[src/rtl/load_store_unit_if.sv]
// Request/response handshake and word-memory port bundle for load_store_unit.
// slave: the unit itself; master: requester plus memory model.
interface load_store_unit_if #(
    parameter int unsigned ADDR_SIZE = 5
);
    logic                   req_valid_i;
    logic                   req_ready_o;
    logic                   req_we_i;
    logic [1:0]             req_size_i;
    logic                   req_signed_i;
    logic [ADDR_SIZE+1:0]   req_addr_i;
    logic [31:0]            req_wdata_i;
    logic                   rsp_valid_o;
    logic                   rsp_ready_i;
    logic [31:0]            rsp_rdata_o;
    logic                   rsp_err_o;
    logic [ADDR_SIZE-1:0]   mem_addr_o;
    logic [31:0]            mem_data_o;
    logic                   mem_wen_o;
    logic [31:0]            mem_data_i;

    modport slave (
        input  req_valid_i, req_we_i, req_size_i, req_signed_i, req_addr_i, req_wdata_i,
        input  rsp_ready_i, mem_data_i,
        output req_ready_o, rsp_valid_o, rsp_rdata_o, rsp_err_o,
        output mem_addr_o, mem_data_o, mem_wen_o
    );

    modport master (
        output req_valid_i, req_we_i, req_size_i, req_signed_i, req_addr_i, req_wdata_i,
        output rsp_ready_i, mem_data_i,
        input  req_ready_o, rsp_valid_o, rsp_rdata_o, rsp_err_o,
        input  mem_addr_o, mem_data_o, mem_wen_o
    );
endinterface

[src/rtl/load_store_unit.sv]
// Byte/halfword/word load-store unit in front of a single-port word memory.
// Optional MISALIGN_TRAP_EN: misaligned or reserved-size requests return an error instead of aligning.
module load_store_unit #(
    parameter int unsigned ADDR_SIZE = 5,
    parameter int unsigned WORD_SIZE = 32
) (
    input  logic              clk_i,
    input  logic              rst_i,
    load_store_unit_if.slave  bus
);
    localparam int unsigned AW = ADDR_SIZE + 2;
    localparam int unsigned DW = WORD_SIZE;

    localparam logic [2:0] S_IDLE  = 3'd0;
    localparam logic [2:0] S_LOAD  = 3'd1;
    localparam logic [2:0] S_MERGE = 3'd2;
    localparam logic [2:0] S_WRITE = 3'd3;
    localparam logic [2:0] S_RESP  = 3'd4;

    localparam logic [1:0] SZ_BYTE = 2'b00;
    localparam logic [1:0] SZ_HALF = 2'b01;
    localparam logic [1:0] SZ_WORD = 2'b10;

    logic [2:0]    state_q,  state_d;
    logic          we_q,     we_d;
    logic [1:0]    size_q,   size_d;
    logic          signed_q, signed_d;
    logic [AW-1:0] addr_q,   addr_d;
    logic [DW-1:0] wdata_q,  wdata_d;
    logic [DW-1:0] rdata_q,  rdata_d;
    logic          err_q,    err_d;
    logic [DW-1:0] wrdata_q, wrdata_d;
    logic          wen_q,    wen_d;
    logic          valid_q,  valid_d;
    logic          ready_q,  ready_d;

    logic [1:0]    size_eff_c;
    logic [AW-1:0] addr_eff_c;
    logic          err_c;

    // Request qualification: either trap on misalignment or force alignment
`ifdef MISALIGN_TRAP_EN
    always_comb begin
        size_eff_c = bus.req_size_i;
        addr_eff_c = bus.req_addr_i;
        err_c      = (bus.req_size_i == 2'b11)
                   || ((bus.req_size_i == SZ_HALF) && bus.req_addr_i[0])
                   || ((bus.req_size_i == SZ_WORD) && (bus.req_addr_i[1:0] != 2'b00));
    end
`else
    always_comb begin
        size_eff_c = (bus.req_size_i == 2'b11) ? SZ_WORD : bus.req_size_i;
        err_c      = 1'b0;
        case (size_eff_c)
            SZ_BYTE: addr_eff_c = bus.req_addr_i;
            SZ_HALF: addr_eff_c = {bus.req_addr_i[AW-1:1], 1'b0};
            default: addr_eff_c = {bus.req_addr_i[AW-1:2], 2'b00};
        endcase
    end
`endif

    logic [4:0]    sh_c;
    logic [DW-1:0] lane_c;
    logic [DW-1:0] load_c;
    logic [DW-1:0] mask_c;
    logic [DW-1:0] merge_c;

    // Lane extraction and read-modify-write merge, little-endian
    always_comb begin
        sh_c   = {addr_q[1:0], 3'b000};
        lane_c = bus.mem_data_i >> sh_c;
        case (size_q)
            SZ_BYTE: load_c = {{24{signed_q & lane_c[7]}},  lane_c[7:0]};
            SZ_HALF: load_c = {{16{signed_q & lane_c[15]}}, lane_c[15:0]};
            default: load_c = lane_c;
        endcase
        mask_c  = ((size_q == SZ_BYTE) ? DW'(32'h0000_00FF) : DW'(32'h0000_FFFF)) << sh_c;
        merge_c = (bus.mem_data_i & ~mask_c) | ((wdata_q << sh_c) & mask_c);
    end

    always_comb begin
        state_d  = state_q;
        we_d     = we_q;
        size_d   = size_q;
        signed_d = signed_q;
        addr_d   = addr_q;
        wdata_d  = wdata_q;
        rdata_d  = rdata_q;
        err_d    = err_q;
        wrdata_d = wrdata_q;
        case (state_q)
            S_IDLE: begin
                if (bus.req_valid_i) begin
                    we_d     = bus.req_we_i;
                    size_d   = size_eff_c;
                    signed_d = bus.req_signed_i;
                    addr_d   = addr_eff_c;
                    wdata_d  = bus.req_wdata_i;
                    rdata_d  = '0;
                    err_d    = err_c;
                    if (err_c)                    state_d = S_RESP;
                    else if (!bus.req_we_i)       state_d = S_LOAD;
                    else if (size_eff_c == SZ_WORD) begin
                        wrdata_d = bus.req_wdata_i;
                        state_d  = S_WRITE;
                    end
                    else                          state_d = S_MERGE;
                end
            end
            S_LOAD: begin
                rdata_d = load_c;
                state_d = S_RESP;
            end
            S_MERGE: begin
                wrdata_d = merge_c;
                state_d  = S_WRITE;
            end
            S_WRITE: state_d = S_RESP;
            S_RESP:  if (bus.rsp_ready_i) state_d = S_IDLE;
            default: state_d = S_IDLE;
        endcase
        // Outputs registered from the next state so they line up with it
        wen_d   = (state_d == S_WRITE);
        valid_d = (state_d == S_RESP);
        ready_d = (state_d == S_IDLE);
    end

    always_ff @(posedge clk_i or posedge rst_i) begin
        if (rst_i) begin
            state_q  <= S_IDLE;
            we_q     <= 1'b0;
            size_q   <= 2'b00;
            signed_q <= 1'b0;
            addr_q   <= '0;
            wdata_q  <= '0;
            rdata_q  <= '0;
            err_q    <= 1'b0;
            wrdata_q <= '0;
            wen_q    <= 1'b0;
            valid_q  <= 1'b0;
            ready_q  <= 1'b1;
        end else begin
            state_q  <= state_d;
            we_q     <= we_d;
            size_q   <= size_d;
            signed_q <= signed_d;
            addr_q   <= addr_d;
            wdata_q  <= wdata_d;
            rdata_q  <= rdata_d;
            err_q    <= err_d;
            wrdata_q <= wrdata_d;
            wen_q    <= wen_d;
            valid_q  <= valid_d;
            ready_q  <= ready_d;
        end
    end

    assign bus.req_ready_o = ready_q;
    assign bus.rsp_valid_o = valid_q;
    assign bus.rsp_rdata_o = rdata_q;
    assign bus.rsp_err_o   = err_q;
    assign bus.mem_addr_o  = addr_q[AW-1:2];
    assign bus.mem_data_o  = wrdata_q;
    assign bus.mem_wen_o   = wen_q;

    logic unused_we;
    assign unused_we = we_q;
endmodule

[src/flat_wrapper.sv]
// flat-port wrapper written by rule: the top's interface ports become plain ports
module load_store_unit_flat 
#(
    parameter int unsigned ADDR_SIZE = 5,
    parameter int unsigned WORD_SIZE = 32
)
  (clk_i, rst_i, bus_req_valid_i, bus_req_we_i, bus_req_size_i, bus_req_signed_i, bus_req_addr_i, bus_req_wdata_i, bus_rsp_ready_i, bus_mem_data_i, bus_req_ready_o, bus_rsp_valid_o, bus_rsp_rdata_o, bus_rsp_err_o, bus_mem_addr_o, bus_mem_data_o, bus_mem_wen_o);
  load_store_unit_if #(.ADDR_SIZE(ADDR_SIZE)) bus_i ();
  input  logic clk_i;
  input  logic rst_i;
  input wire logic [$bits(bus_i.req_valid_i)-1:0] bus_req_valid_i;
  input wire logic [$bits(bus_i.req_we_i)-1:0] bus_req_we_i;
  input wire logic [$bits(bus_i.req_size_i)-1:0] bus_req_size_i;
  input wire logic [$bits(bus_i.req_signed_i)-1:0] bus_req_signed_i;
  input wire logic [$bits(bus_i.req_addr_i)-1:0] bus_req_addr_i;
  input wire logic [$bits(bus_i.req_wdata_i)-1:0] bus_req_wdata_i;
  input wire logic [$bits(bus_i.rsp_ready_i)-1:0] bus_rsp_ready_i;
  input wire logic [$bits(bus_i.mem_data_i)-1:0] bus_mem_data_i;
  output wire logic [$bits(bus_i.req_ready_o)-1:0] bus_req_ready_o;
  output wire logic [$bits(bus_i.rsp_valid_o)-1:0] bus_rsp_valid_o;
  output wire logic [$bits(bus_i.rsp_rdata_o)-1:0] bus_rsp_rdata_o;
  output wire logic [$bits(bus_i.rsp_err_o)-1:0] bus_rsp_err_o;
  output wire logic [$bits(bus_i.mem_addr_o)-1:0] bus_mem_addr_o;
  output wire logic [$bits(bus_i.mem_data_o)-1:0] bus_mem_data_o;
  output wire logic [$bits(bus_i.mem_wen_o)-1:0] bus_mem_wen_o;
  assign bus_i.req_valid_i = bus_req_valid_i;
  assign bus_i.req_we_i = bus_req_we_i;
  assign bus_i.req_size_i = bus_req_size_i;
  assign bus_i.req_signed_i = bus_req_signed_i;
  assign bus_i.req_addr_i = bus_req_addr_i;
  assign bus_i.req_wdata_i = bus_req_wdata_i;
  assign bus_i.rsp_ready_i = bus_rsp_ready_i;
  assign bus_i.mem_data_i = bus_mem_data_i;
  assign bus_req_ready_o = bus_i.req_ready_o;
  assign bus_rsp_valid_o = bus_i.rsp_valid_o;
  assign bus_rsp_rdata_o = bus_i.rsp_rdata_o;
  assign bus_rsp_err_o = bus_i.rsp_err_o;
  assign bus_mem_addr_o = bus_i.mem_addr_o;
  assign bus_mem_data_o = bus_i.mem_data_o;
  assign bus_mem_wen_o = bus_i.mem_wen_o;
  load_store_unit #(.ADDR_SIZE(ADDR_SIZE), .WORD_SIZE(WORD_SIZE)) u_core (.clk_i(clk_i), .rst_i(rst_i), .bus(bus_i));
endmodule
[config.mk]
export PLATFORM = sky130hd
export DESIGN_NAME = load_store_unit_flat
export DESIGN_NICKNAME = d
export VERILOG_FILES = /design/src/rtl/load_store_unit_if.sv /design/src/rtl/load_store_unit.sv /design/src/flat_wrapper.sv
export SDC_FILE = /design/constraint.sdc
export NUM_CORES = 1
export LEC_CHECK = 0
export ABC_AREA = 0
export BUFFER_PORTS_ARGS = -buffer_cell sky130_fd_sc_hd__buf_2
export CAP_MARGIN = 20
export CORE_UTILIZATION = 52
export DETAILED_ROUTE_END_ITERATION = 8
export PLACE_DENSITY = 0.81
export SYNTH_ARGS = -nofsm -noshare
export SYNTH_HDL_FRONTEND = slang
export SYNTH_SLANG_ARGS = --single-unit
[constraint.sdc]
create_clock -name clk_i -period 4 [get_ports clk_i]
set_input_delay 0.8 -clock clk_i [delete_from_list [all_inputs] [get_ports clk_i]]
set_output_delay 0.8 -clock clk_i [all_outputs]
set_load 0.02 [all_outputs]
==> results.json <==
{
  "rsz0062_at_grt": "no",
  "critPathLaunchType": "register",
  "clock_latency_ns": 0.37,
  "swShare_pct": 47.3,
  "fin_hold_ws_ns": 0.484,
  "drc_errors": 0,
  "rr_worst_depth": 5,
  "start_util_pct": 54.2,
  "maxCapViolations": 0,
  "syn_area_per_cell_sq_um": 9.19,
  "dp.cells": 782,
  "leakage_nw": 2.87,
  "postLayoutCellArea_sq_um": 6000,
  "min_period_over_period_pct": 58.2,
  "rrSetupSlack_ns": 1.67,
  "slew_viol_final": 0,
  "ctsResizeCount": 0,
  "slowest_stage": "mux4_2",
  "ys.flop_type": "dfrtp_1",
  "post-cts-setup-buffers": 0,
  "place_area_sq_um": 5770,
  "synth_largest_area_cell": "dfrtp_1",
  "die-area_sq_um": 10100,
  "mostFrequentLayoutCells": "150 x buf_2, 110 x nand2_1, 94 x dfrtp_1",
  "cp-startpoint": "u_core.addr_q[0]$_DFFE_PP0P_",
  "boundaryPins": 152,
  "clk_pin_slew_ns": 0.10,
  "port_buffers": 150,
  "syn_area_sq_um": 5050,
  "worstPathRequired_ns": 4.26,
  "gp_congestion": 0.908,
  "critPathMaxFanout": 45,
  "area_growth_pct": 18.7,
  "grt_pass1_vias": 4424,
  "vias": 4752,
  "vias_per_cell": 5.95,
  "outcome": "completed",
  "grt_overflow": 0,
  "synthTopCellsByArea": "dfrtp_1 47%, nand2_1 8.2%, a21oi_1 6.2%, mux2i_1 4.8%, a221o_1 3.2%",
  "r2r-end": "u_core.bus.rsp_rdata_o[21]$_DFFE_PP0P_",
  "finalCriticalPeriod_ns": 2.33,
  "synth_edf_count": 0,
  "slowest_delay_ns": 0.63,
  "fmax_ghz": 0.429,
  "p_per_area_nw_per_um2": 875,
  "ir_drop_v": 0.000483,
  "hold_viol": 0,
  "h-tree-depth": 3,
  "hp-class": "register to register",
  "cp-end-kind": "register",
  "async_reset_ff_share_pct": 100,
  "drive_above_1_share_pct": 29.7,
  "fin_worst_skew_ns": 0.0113,
  "syn_inst": 550,
  "die_h_microns": 101,
  "worstSetupEndpoint": "u_core.bus.rsp_rdata_o[21]$_DFFE_PP0P_",
  "die_x_microns": 101,
  "syn_nets": 629,
  "diodes": 0,
  "switchingPower_mw": 2.48,
  "grt_pass1_wl_mm": 23.7,
  "seqPwrFrac_pct": 33.6,
  "synth-seq-area-share_pct": 47.6,
  "slew_headroom_pct": 35.3,
  "drt_wl_total_mm": 15.1,
  "root_buffer": "clkbuf_8",
  "worstPathArrival_ns": 2.59,
  "ctsHoldBuffers": 0,
  "max-clock-path-buffers": 2,
  "cts.sinks": 96,
  "p_clk_share_pct": 12.8,
  "final_antenna_net_count": 0,
  "place_ws_ns": 1.57,
  "ys_warn_count": 0,
  "min_path_cells": 2,
  "grt_use_total_pct": 30.9,
  "hpwlAfterDp_mm": 11.2,
  "detail_route.wl_per_cell_microns": 18.9,
  "core-area_sq_um": 9330,
  "p_int_mw": 2.76,
  "layout_commonest_cell": "buf_2",
  "setup_viol": 0,
  "synth_top_area_share_pct": 47.0,
  "timing_worst_setup_path_type": "register to register",
  "path_cells": "buf_4 > mux4_2 > nor2_2 > a211oi_4 > a221o_1",
  "yosys_register_bits": 96,
  "stdcell_count": 799,
  "fin_nets": 744,
  "drtPass1Iterations": 5,
  "combPwrFrac_pct": 53.5,
  "cts_tree": "done",
  "ys_types": 40,
  "antenna_found_initial": 1,
  "fin_setup_tns_ns": 0,
  "drt_iter0_drc": 338,
  "rows": 35,
  "r2r-start": "u_core.addr_q[0]$_DFFE_PP0P_",
  "cts_made_buffers": 9,
  "layout_setup_ws_ns": 1.67,
  "grt_start_max_net_pins": 54,
  "worstMarginPinSlew_ns": 0.969
}
## cells in the mapped netlist, types with 2 or more instances
| cell type | number |
|---|---|
| o2111ai_1 | 8 |
| a22o_1 | 8 |
| nor2_2 | 2 |
| buf_2 | 14 |
| nor3_1 | 11 |
| nand3_1 | 10 |
| and3_1 | 2 |
| buf_6 | 2 |
| nand2_1 | 110 |
| nor2_1 | 31 |
| mux2i_1 | 24 |
| clkbuf_1 | 30 |
| inv_1 | 2 |
| nor3_2 | 2 |
| or2_1 | 2 |
| nand3b_1 | 18 |
| nor2b_1 | 2 |
| a21o_1 | 9 |
| mux2_2 | 10 |
| o211ai_1 | 16 |
| o21ai_0 | 23 |
| a311oi_1 | 8 |
| buf_4 | 8 |
| dfrtp_1 | 95 |
| buf_1 | 2 |
| nand2b_1 | 10 |
| a221o_1 | 16 |
| a21oi_1 | 63 |
## flip-flops by register name, summed over array words and instances, names as in the netlist
name / cells
u_core.bus.mem_data_o: 32
u_core.bus.rsp_rdata_o: 32
u_core.wdata_q: 16
u_core.addr_q: 7
u_core.state_q: 3
u_core.size_q: 2
u_core.bus.mem_wen_o: 1
u_core.bus.req_ready_o: 1
u_core.bus.rsp_valid_o: 1
u_core.signed_q: 1
## how the worst min path moves through the flow
stage	endpoint	slack [ns]	start
CTS	u_core.addr_q[5]$_DFFE_PP0P_	0.49	u_core.addr_q[5]$_DFFE_PP0P_
detailed placement	u_core.addr_q[4]$_DFFE_PP0P_	0.46	u_core.addr_q[4]$_DFFE_PP0P_
global route	u_core.addr_q[5]$_DFFE_PP0P_	0.51	u_core.addr_q[5]$_DFFE_PP0P_
floorplan	u_core.addr_q[2]$_DFFE_PP0P_	0.45	u_core.addr_q[2]$_DFFE_PP0P_
global placement	u_core.addr_q[6]$_DFFE_PP0P_	0.45	u_core.addr_q[6]$_DFFE_PP0P_
finish	u_core.addr_q[3]$_DFFE_PP0P_	0.48	u_core.addr_q[3]$_DFFE_PP0P_
## cell families after synthesis
logic type,synth area share [%]
muxes,7.43
and+or+nand+nor,18.5
AOI/OAI and AO/OA,20.7
DFF,47.6
other,0.0742
buffers and inverters,5.72
## routing by layer
layer	part of all wire [%]	GRT usage, %	vias up
li1	-	-	2166
met1	42	42.3	2248
met2	45	46.5	278
met3	9.1	6.24	58
met4	4.3	16.1	2
met5	0.086	0	-
## power by group through the flow
stage	logic, mW	clock network, mW	registers (mW)
floorplan	1.74	0	2.03
global placement	2.69	0	1.76
detailed placement	2.76	0	1.77
CTS	2.77	0.681	1.75
global route	3.08	0.716	1.82
finish	2.81	0.674	1.76
## worst max-delay path: cells and delay by family (launching register included)
kind | cells | cell delay [ns]
mux | 1 | 0.63
simple gates | 1 | 0.15
compound gates | 2 | 0.43
buf+inv | 1 | 0.51
flops | 1 | 0.47
## per-stage QoR
step	power (mW)	util (%)
3_3_place_gp	4.45	61.8
6_report	5.25	64.3
4_1_cts	5.20	64.0
2_1_floorplan	3.78	-
3_5_place_dp	4.53	61.8
5_1_grt	5.61	64.3
## layout make-up
cell class / instances / area [sq um]
multi-input cells: 394 / 2360
flip-flops and latches: 96 / 2400
inverters: 3 / 12.5
well taps: 129 / 161
fillers: 800 / 3330
clock inverters: 4 / 51.3
repair buffers: 161 / 853
clock buffers: 12 / 155
(Power assumes the default switching activity.)
